### src/rtl/i2c_eeprom_target.sv
// i2c_eeprom_target: I2C target exposing a 256 x 8 EEPROM-style memory.
// Address 0x50 by default (0xA0 write / 0xA1 read). A write transaction
// loads the word pointer from the first byte and stores later bytes at
// successive addresses. A read transaction returns bytes starting at the
// current pointer. The pointer wraps from 0xFF to 0x00.
// scl_i/sda_i are asynchronous and pass through SCL_SYNC flops. All bus
// events are detected on the synchronized copies.
// Optional feature: define I2C_EEPROM_WP_EN to add a write-protect input
// 'wp'. When wp is high, every data byte is NACKed and the write is dropped.
// The word pointer still advances.

module i2c_eeprom_target #(
  parameter logic [6:0]  DEV_ADDR = 7'h50,
  parameter int unsigned SCL_SYNC = 2
) (
  input  logic       clk,
  input  logic       rst,
  input  logic       scl_i,
  input  logic       sda_i,
`ifdef I2C_EEPROM_WP_EN
  input  logic       wp,
`endif
  output logic       sda_oe,
  output logic       busy,
  output logic       wr_pulse,
  output logic [7:0] wr_addr,
  output logic [7:0] wr_data
);

  typedef enum logic [3:0] {
    IDLE,
    DEV,
    DEV_ACK,
    WADDR,
    WADDR_ACK,
    WDATA,
    WDATA_ACK,
    RDATA,
    RACK
  } state_e;

  // Synchronizers and previous-sample flops used for edge detection.
  logic [SCL_SYNC-1:0] scl_sync_q, scl_sync_d;
  logic [SCL_SYNC-1:0] sda_sync_q, sda_sync_d;
  logic                scl_prev_q, scl_prev_d;
  logic                sda_prev_q, sda_prev_d;

  // Protocol state.
  state_e     state_q, state_d;
  logic [2:0] bit_cnt_q, bit_cnt_d;
  logic [7:0] shift_q, shift_d;
  logic [7:0] ptr_q, ptr_d;
  logic       rw_q, rw_d;
  logic       ack_phase_q, ack_phase_d;  // 0: waiting to drive, 1: driving
  logic       ack_en_q, ack_en_d;        // pull SDA low in the coming ACK slot
  logic       sda_oe_q, sda_oe_d;
  logic       busy_q, busy_d;
  logic       wr_pulse_q, wr_pulse_d;
  logic [7:0] wr_addr_q, wr_addr_d;
  logic [7:0] wr_data_q, wr_data_d;

  // Memory and its write strobe.
  logic [7:0] mem [256];
  logic       mem_we;
  logic [7:0] rd_byte;

  logic scl_s, sda_s;
  logic scl_rise, scl_fall, start_det, stop_det;
  logic [7:0] rx_byte;
  logic wp_active;

`ifdef I2C_EEPROM_WP_EN
  assign wp_active = wp;
`else
  assign wp_active = 1'b0;
`endif

  assign scl_s   = scl_sync_q[SCL_SYNC-1];
  assign sda_s   = sda_sync_q[SCL_SYNC-1];
  assign rd_byte = mem[ptr_q];
  assign rx_byte = {shift_q[6:0], sda_s};

  // Bus event decode from synchronized samples. START and STOP need SCL high on two consecutive samples.
  assign scl_rise  = scl_s & ~scl_prev_q;
  assign scl_fall  = ~scl_s & scl_prev_q;
  assign start_det = scl_s & scl_prev_q & sda_prev_q & ~sda_s;
  assign stop_det  = scl_s & scl_prev_q & ~sda_prev_q & sda_s;

  // Synchronizer shift and edge-history next values.
  always_comb begin
    scl_sync_d = {scl_sync_q[SCL_SYNC-2:0], scl_i};
    sda_sync_d = {sda_sync_q[SCL_SYNC-2:0], sda_i};
    scl_prev_d = scl_s;
    sda_prev_d = sda_s;
  end

  // Protocol FSM: next state, pointer, shift register, SDA drive and write strobe.
  always_comb begin
    // NOTE: every signal written here gets a default first, so no path can leave one unassigned and infer a latch.
    state_d     = state_q;
    bit_cnt_d   = bit_cnt_q;
    shift_d     = shift_q;
    ptr_d       = ptr_q;
    rw_d        = rw_q;
    ack_phase_d = ack_phase_q;
    ack_en_d    = ack_en_q;
    sda_oe_d    = sda_oe_q;
    wr_pulse_d  = 1'b0;
    wr_addr_d   = wr_addr_q;
    wr_data_d   = wr_data_q;
    mem_we      = 1'b0;

    if (stop_det) begin
      // A partial byte in shift_q is discarded, so nothing is written.
      state_d     = IDLE;
      sda_oe_d    = 1'b0;
      ack_phase_d = 1'b0;
    end else if (start_det) begin
      // START and repeated START both restart address decode. ptr is kept.
      state_d     = DEV;
      bit_cnt_d   = 3'd7;
      sda_oe_d    = 1'b0;
      ack_phase_d = 1'b0;
    end else begin
      case (state_q)
        IDLE: begin
        end

        DEV: begin
          if (scl_rise) begin
            shift_d = rx_byte;
            if (bit_cnt_q == 3'd0) begin
              if (rx_byte[7:1] == DEV_ADDR) begin
                state_d  = DEV_ACK;
                rw_d     = rx_byte[0];
                ack_en_d = 1'b1;
              end else begin
                state_d = IDLE;
              end
            end else begin
              bit_cnt_d = bit_cnt_q - 3'd1;
            end
          end
        end

        // The ACK slot runs from the SCL fall that ends bit 0 to the SCL fall that ends the ACK clock.
        DEV_ACK, WADDR_ACK, WDATA_ACK: begin
          if (scl_fall) begin
            if (!ack_phase_q) begin
              ack_phase_d = 1'b1;
              sda_oe_d    = ack_en_q;
            end else begin
              ack_phase_d = 1'b0;
              sda_oe_d    = 1'b0;
              bit_cnt_d   = 3'd7;
              if (state_q == DEV_ACK && rw_q) begin
                // Present the MSB of mem[ptr] on this SCL low phase.
                state_d  = RDATA;
                shift_d  = rd_byte;
                sda_oe_d = ~rd_byte[7];
              end else if (state_q == DEV_ACK) begin
                state_d = WADDR;
              end else begin
                state_d = WDATA;
              end
            end
          end
        end

        WADDR: begin
          if (scl_rise) begin
            shift_d = rx_byte;
            if (bit_cnt_q == 3'd0) begin
              ptr_d    = rx_byte;
              state_d  = WADDR_ACK;
              ack_en_d = 1'b1;
            end else begin
              bit_cnt_d = bit_cnt_q - 3'd1;
            end
          end
        end

        WDATA: begin
          if (scl_rise) begin
            shift_d = rx_byte;
            if (bit_cnt_q == 3'd0) begin
              state_d = WDATA_ACK;
              ptr_d   = ptr_q + 8'd1;
              if (wp_active) begin
                ack_en_d = 1'b0;
              end else begin
                ack_en_d   = 1'b1;
                mem_we     = 1'b1;
                wr_pulse_d = 1'b1;
                wr_addr_d  = ptr_q;
                wr_data_d  = rx_byte;
              end
            end else begin
              bit_cnt_d = bit_cnt_q - 3'd1;
            end
          end
        end

        // Each SCL fall ends one bit. Present the next bit, or release SDA after bit 0.
        RDATA: begin
          if (scl_fall) begin
            if (bit_cnt_q == 3'd0) begin
              sda_oe_d    = 1'b0;
              state_d     = RACK;
              ptr_d       = ptr_q + 8'd1;
              ack_phase_d = 1'b0;
            end else begin
              bit_cnt_d = bit_cnt_q - 3'd1;
              shift_d   = {shift_q[6:0], 1'b0};
              sda_oe_d  = ~shift_q[6];
            end
          end
        end

        // The master's ACK is sampled on SCL rise. On ACK, the next byte starts on the following SCL fall.
        RACK: begin
          if (!ack_phase_q) begin
            if (scl_rise) begin
              if (sda_s) begin
                state_d = IDLE;
              end else begin
                ack_phase_d = 1'b1;
              end
            end
          end else if (scl_fall) begin
            ack_phase_d = 1'b0;
            state_d     = RDATA;
            bit_cnt_d   = 3'd7;
            shift_d     = rd_byte;
            sda_oe_d    = ~rd_byte[7];
          end
        end

        default: begin
          state_d  = IDLE;
          sda_oe_d = 1'b0;
        end
      endcase
    end

    busy_d = (state_d != IDLE) && (state_d != DEV);
  end

  // Synchronizers reset to 1 so an idle bus is seen right after reset.
  always_ff @(posedge clk or posedge rst) begin
    // NOTE: sequential state uses non-blocking assignments so every flop samples pre-edge values.
    if (rst) begin
      scl_sync_q <= '1;
      sda_sync_q <= '1;
      scl_prev_q <= 1'b1;
      sda_prev_q <= 1'b1;
    end else begin
      scl_sync_q <= scl_sync_d;
      sda_sync_q <= sda_sync_d;
      scl_prev_q <= scl_prev_d;
      sda_prev_q <= sda_prev_d;
    end
  end

  // Protocol state registers.
  always_ff @(posedge clk or posedge rst) begin
    if (rst) begin
      state_q     <= IDLE;
      bit_cnt_q   <= 3'd7;
      shift_q     <= 8'h00;
      ptr_q       <= 8'h00;
      rw_q        <= 1'b0;
      ack_phase_q <= 1'b0;
      ack_en_q    <= 1'b0;
      sda_oe_q    <= 1'b0;
      busy_q      <= 1'b0;
      wr_pulse_q  <= 1'b0;
      wr_addr_q   <= 8'h00;
      wr_data_q   <= 8'h00;
    end else begin
      state_q     <= state_d;
      bit_cnt_q   <= bit_cnt_d;
      shift_q     <= shift_d;
      ptr_q       <= ptr_d;
      rw_q        <= rw_d;
      ack_phase_q <= ack_phase_d;
      ack_en_q    <= ack_en_d;
      sda_oe_q    <= sda_oe_d;
      busy_q      <= busy_d;
      wr_pulse_q  <= wr_pulse_d;
      wr_addr_q   <= wr_addr_d;
      wr_data_q   <= wr_data_d;
    end
  end

  // Memory write port.
  always_ff @(posedge clk) begin
    // NOTE: memory contents have no reset. They must survive rst, and a reset would prevent RAM inference.
    if (mem_we) begin
      mem[ptr_q] <= rx_byte;
    end
  end

  assign sda_oe   = sda_oe_q;
  assign busy     = busy_q;
  assign wr_pulse = wr_pulse_q;
  assign wr_addr  = wr_addr_q;
  assign wr_data  = wr_data_q;

endmodule
### config.mk
export PLATFORM = sky130hd
export DESIGN_NAME = i2c_eeprom_target
export DESIGN_NICKNAME = d
export VERILOG_FILES = /design/src/rtl/i2c_eeprom_target.sv
export SDC_FILE = /design/constraint.sdc
export NUM_CORES = 2
export LEC_CHECK = 0
export CAP_MARGIN = 5
export CELL_PAD_IN_SITES_DETAIL_PLACEMENT = 1
export CELL_PAD_IN_SITES_GLOBAL_PLACEMENT = 1
export CORE_UTILIZATION = 55
export CTS_CLUSTER_DIAMETER = 200
export DETAILED_ROUTE_END_ITERATION = 12
export PLACE_DENSITY_LB_ADDON = 0.08
export SLEW_MARGIN = 15
export SYNTH_ARGS = -nofsm -noshare
export SYNTH_HDL_FRONTEND = slang
export SYNTH_SLANG_ARGS = --single-unit
### constraint.sdc
create_clock -name clk -period 6.11 [get_ports clk]
set_input_delay 1.5275 -clock clk [delete_from_list [all_inputs] [get_ports clk]]
set_output_delay 1.5275 -clock clk [all_outputs]
set_load 0.02 [all_outputs]
==> metrics.txt <==
Routed Antenna Nets 0; setup bufs post-CTS 0; synth warn 0; hold path endpoint sda_sync_q[1]$_DFF_PP1_; Commonest cells post-synth 2,048 x edfxtp_1, 489 x mux4_2, 303 x nor2_1, 160 x mux2i_1, 138 x nand2_1; FF-to-FF path depth 9; first-pass GRT wire length 344,000 um; Worst-path clk slew 0.06 ns; Final Hold Vio Count 0; CTS tree done; Buffers on Ports 22; busiest grt layer met2; root buffer cell clkbuf_16; share of Yosys cell area claimed by the top area cell type 74.6%; number of max-cap violations 0; multiplexer share of the synthesized area 15.7%; hold crit path type flop to flop; syn avg cell area 20.6 um^2; clk_skew 0.0405 ns; RSZ-0062 raised after global routing no; final core utilization 61.9%; P per Cell Area 351 mW/mm^2; # resized after CTS 0; DRT Pass-1 Iters 8; Critical Path RT 6.80 ns; total power 32.2 mW; largest net degree at the start of global routing 200; Worst R2R End shift_q[5]$_DFFE_PP0P_; initial antenna violation count 10; WL final 247,000 um; Worst Min Path Start sda_sync_q[0]$_DFF_PP1_; hpwl dp 154,000 um; Post-Synthesis Cells 4,007; Initial DRC Count 5,443; Area contributors post-synth edfxtp_1 75%, mux4_2 13%, mux2i_1 1.9%; Die ar. 0.151 mm^2; vias per std cell 6.92; Num CTS Buffers 207; main combinational cell family by area after synthesis multiplexers; status finished, final reports clean; Final GP Congestion 0.952; largest buffer count on any clock path 3; setup violators final 0; Slew Limit Fails 0; syn nets 4,017; Inst Count DP 5,844; synthesized cell area 0.0824 mm^2; worst skew pair latency 0.86 ns; Seq/Total Area, Yosys 76.2%; Final period util 75.0%; post-synthesis cell type count 78; IO Pins 23; worst reg-to-reg setup slack 1.53 ns; LEAKAGE 27.8 nW; Hold Path Stages 0; Worst setup EP type flop; Fmax 218 MHz; Top FF cell, synth edfxtp_1; DP Area 0.0850 mm^2; min cycle time layout 4.58 ns; average routed wire per standard cell 39.7 um; setup ws final 1.53 ns; fraction of registers with async set/reset 2.38%; htree depth 4; VDD IR max 433 uV; Design Area, Final 0.0917 mm^2; EDFF count, synth 2,048; met2 usage 49.1%; vias post-DR 43,080; cell type with the largest total area after synthesis edfxtp_1; Compound-Gate Fraction of Synth Area 3.08%; GR Util met1 47.1%; worst hold margin 0.357 ns; Post-Synth Simple-Gate Area 3.23%; slew of the pin with the lowest slew margin 1.38 ns; post-route DRC violation count 0; grt ovf 0; Non-Filler Instances 6,229; Synth Area in XOR/XNOR 0.0106%; most common cell in the synthesized netlist edfxtp_1; dpl ws 1.41 ns; Placeable Area 0.148 mm^2; vias in the first global route 43,431; reg2reg start ptr_q[0]$_DFFE_PP0P_; Slew Limit Headroom 6.84%; Sink Count 2,098; number of nets in the layout 4,134; die width 389 um; met3 usage 8.14%; CP arrival 5.27 ns; WS Path Type flop to flop; Die Span Y 389 um; share of cells above drive strength 1 22.7%; setup TNS 0 ns; Hold Buf Count CTS 0; Synth Area in Adders 0.0911%; critical path startpoint category flop; gr usage total 33.0%; Crit Path Max Fanout 38; synthesized flop and latch total 2,098; P&R area growth vs syn 11.3%; # rows 141; Initial Utilization 55.6%
cells by family (layout without fill, tap and decap cells):
family	count (synthesis)	in the layout
and+or+nand+nor	603	603
DFF	2098	2098
buffers and inverters	253	544
AOI/OAI and AO/OA	366	366
muxes	680	680
other	0	1
adders and majority gates	6	6
xor gates and xnor gates	1	1
critical path: stages, from the launching register on:
cell and delay, ns:
dfrtp_4 0.99, buf_12 0.34, buf_12 0.31, mux4_2 0.58, mux4_2 0.60, nand3b_1 0.13, o21ai_1 0.07, and3b_1 0.20
a2111oi_1 0.80, a31oi_1 0.18
placed cells by master (no fill, tap or decap), types with 7 or more instances in the layout:
cell type and instances:
clkinv_1 49, nand2b_1 13, clkdlybuf4s50_1 22, o21ai_0 39, o211ai_1 11, nand2_1 137
mux4_2 489, a22oi_1 92, a221oi_1 19, and2_1 7, dfstp_2 8, edfxtp_1 2048
buf_4 102, mux2_2 31, clkbuf_16 212, clkinv_2 34, dfrtp_1 27, inv_1 13
nand3_1 43, dfrtp_4 11, nand4_1 14, nor2b_1 19, buf_12 20, a22o_1 12
o22ai_1 27, nor4_1 9, a21oi_1 78, nor2_1 302, nor3_1 14, mux2i_1 160
bufinv_16 20, a211oi_1 16, clkbuf_1 52
how the worst max path moves through the flow:
stage,from,to,slack (ns),cells after the start
finish,ptr_q[0]$_DFFE_PP0P_,shift_q[5]$_DFFE_PP0P_,1.53,9
detailed placement,ptr_q[0]$_DFFE_PP0P_,shift_q[5]$_DFFE_PP0P_,1.41,9
global route,state_q[0]$_DFF_PP0_,mem[48][5]$_DFFE_PP_,1.44,8
CTS,ptr_q[0]$_DFFE_PP0P_,shift_q[5]$_DFFE_PP0P_,1.39,9
floorplan,shift_q[6]$_DFFE_PP0P_,rw_q$_DFFE_PP0P_,1.28,5
global placement,ptr_q[0]$_DFFE_PP0P_,shift_q[5]$_DFFE_PP0P_,1.47,9
power breakdown:
group	switching, mW	internal [mW]
clock network	5.42	7.22
logic	1.66	0.147
registers	0.379	17.4
flip-flops by register name, indices dropped and copies added, names as in the netlist:
name	cells
ack_en_q	1
ack_phase_q	1
bit_cnt_q	3
busy	1
mem	2048
ptr_q	8
rw_q	1
scl_prev_q	1
scl_sync_q	2
sda_oe	1
sda_prev_q	1
sda_sync_q	2
shift_q	7
state_q	4
wr_addr	8
wr_data	8
wr_pulse	1
layout make-up:
type	count	area (um^2)
clock buffer	266	5530
antenna	1	2.50
multi-input combinational	1656	18400
clock inverter	117	1140
inverter	16	65.1
timing repair buffer	145	1390
tap	1930	2410
fill	12112	56500
sequential	2098	62800
metal layers:
metal	routed length [um]	vias up
li1	-	16869
met3	25600	525
met4	11600	6
met2	113000	2523
met1	97100	23157
met5	92	-
No activity file was read; power rests on OpenSTA's default activity.
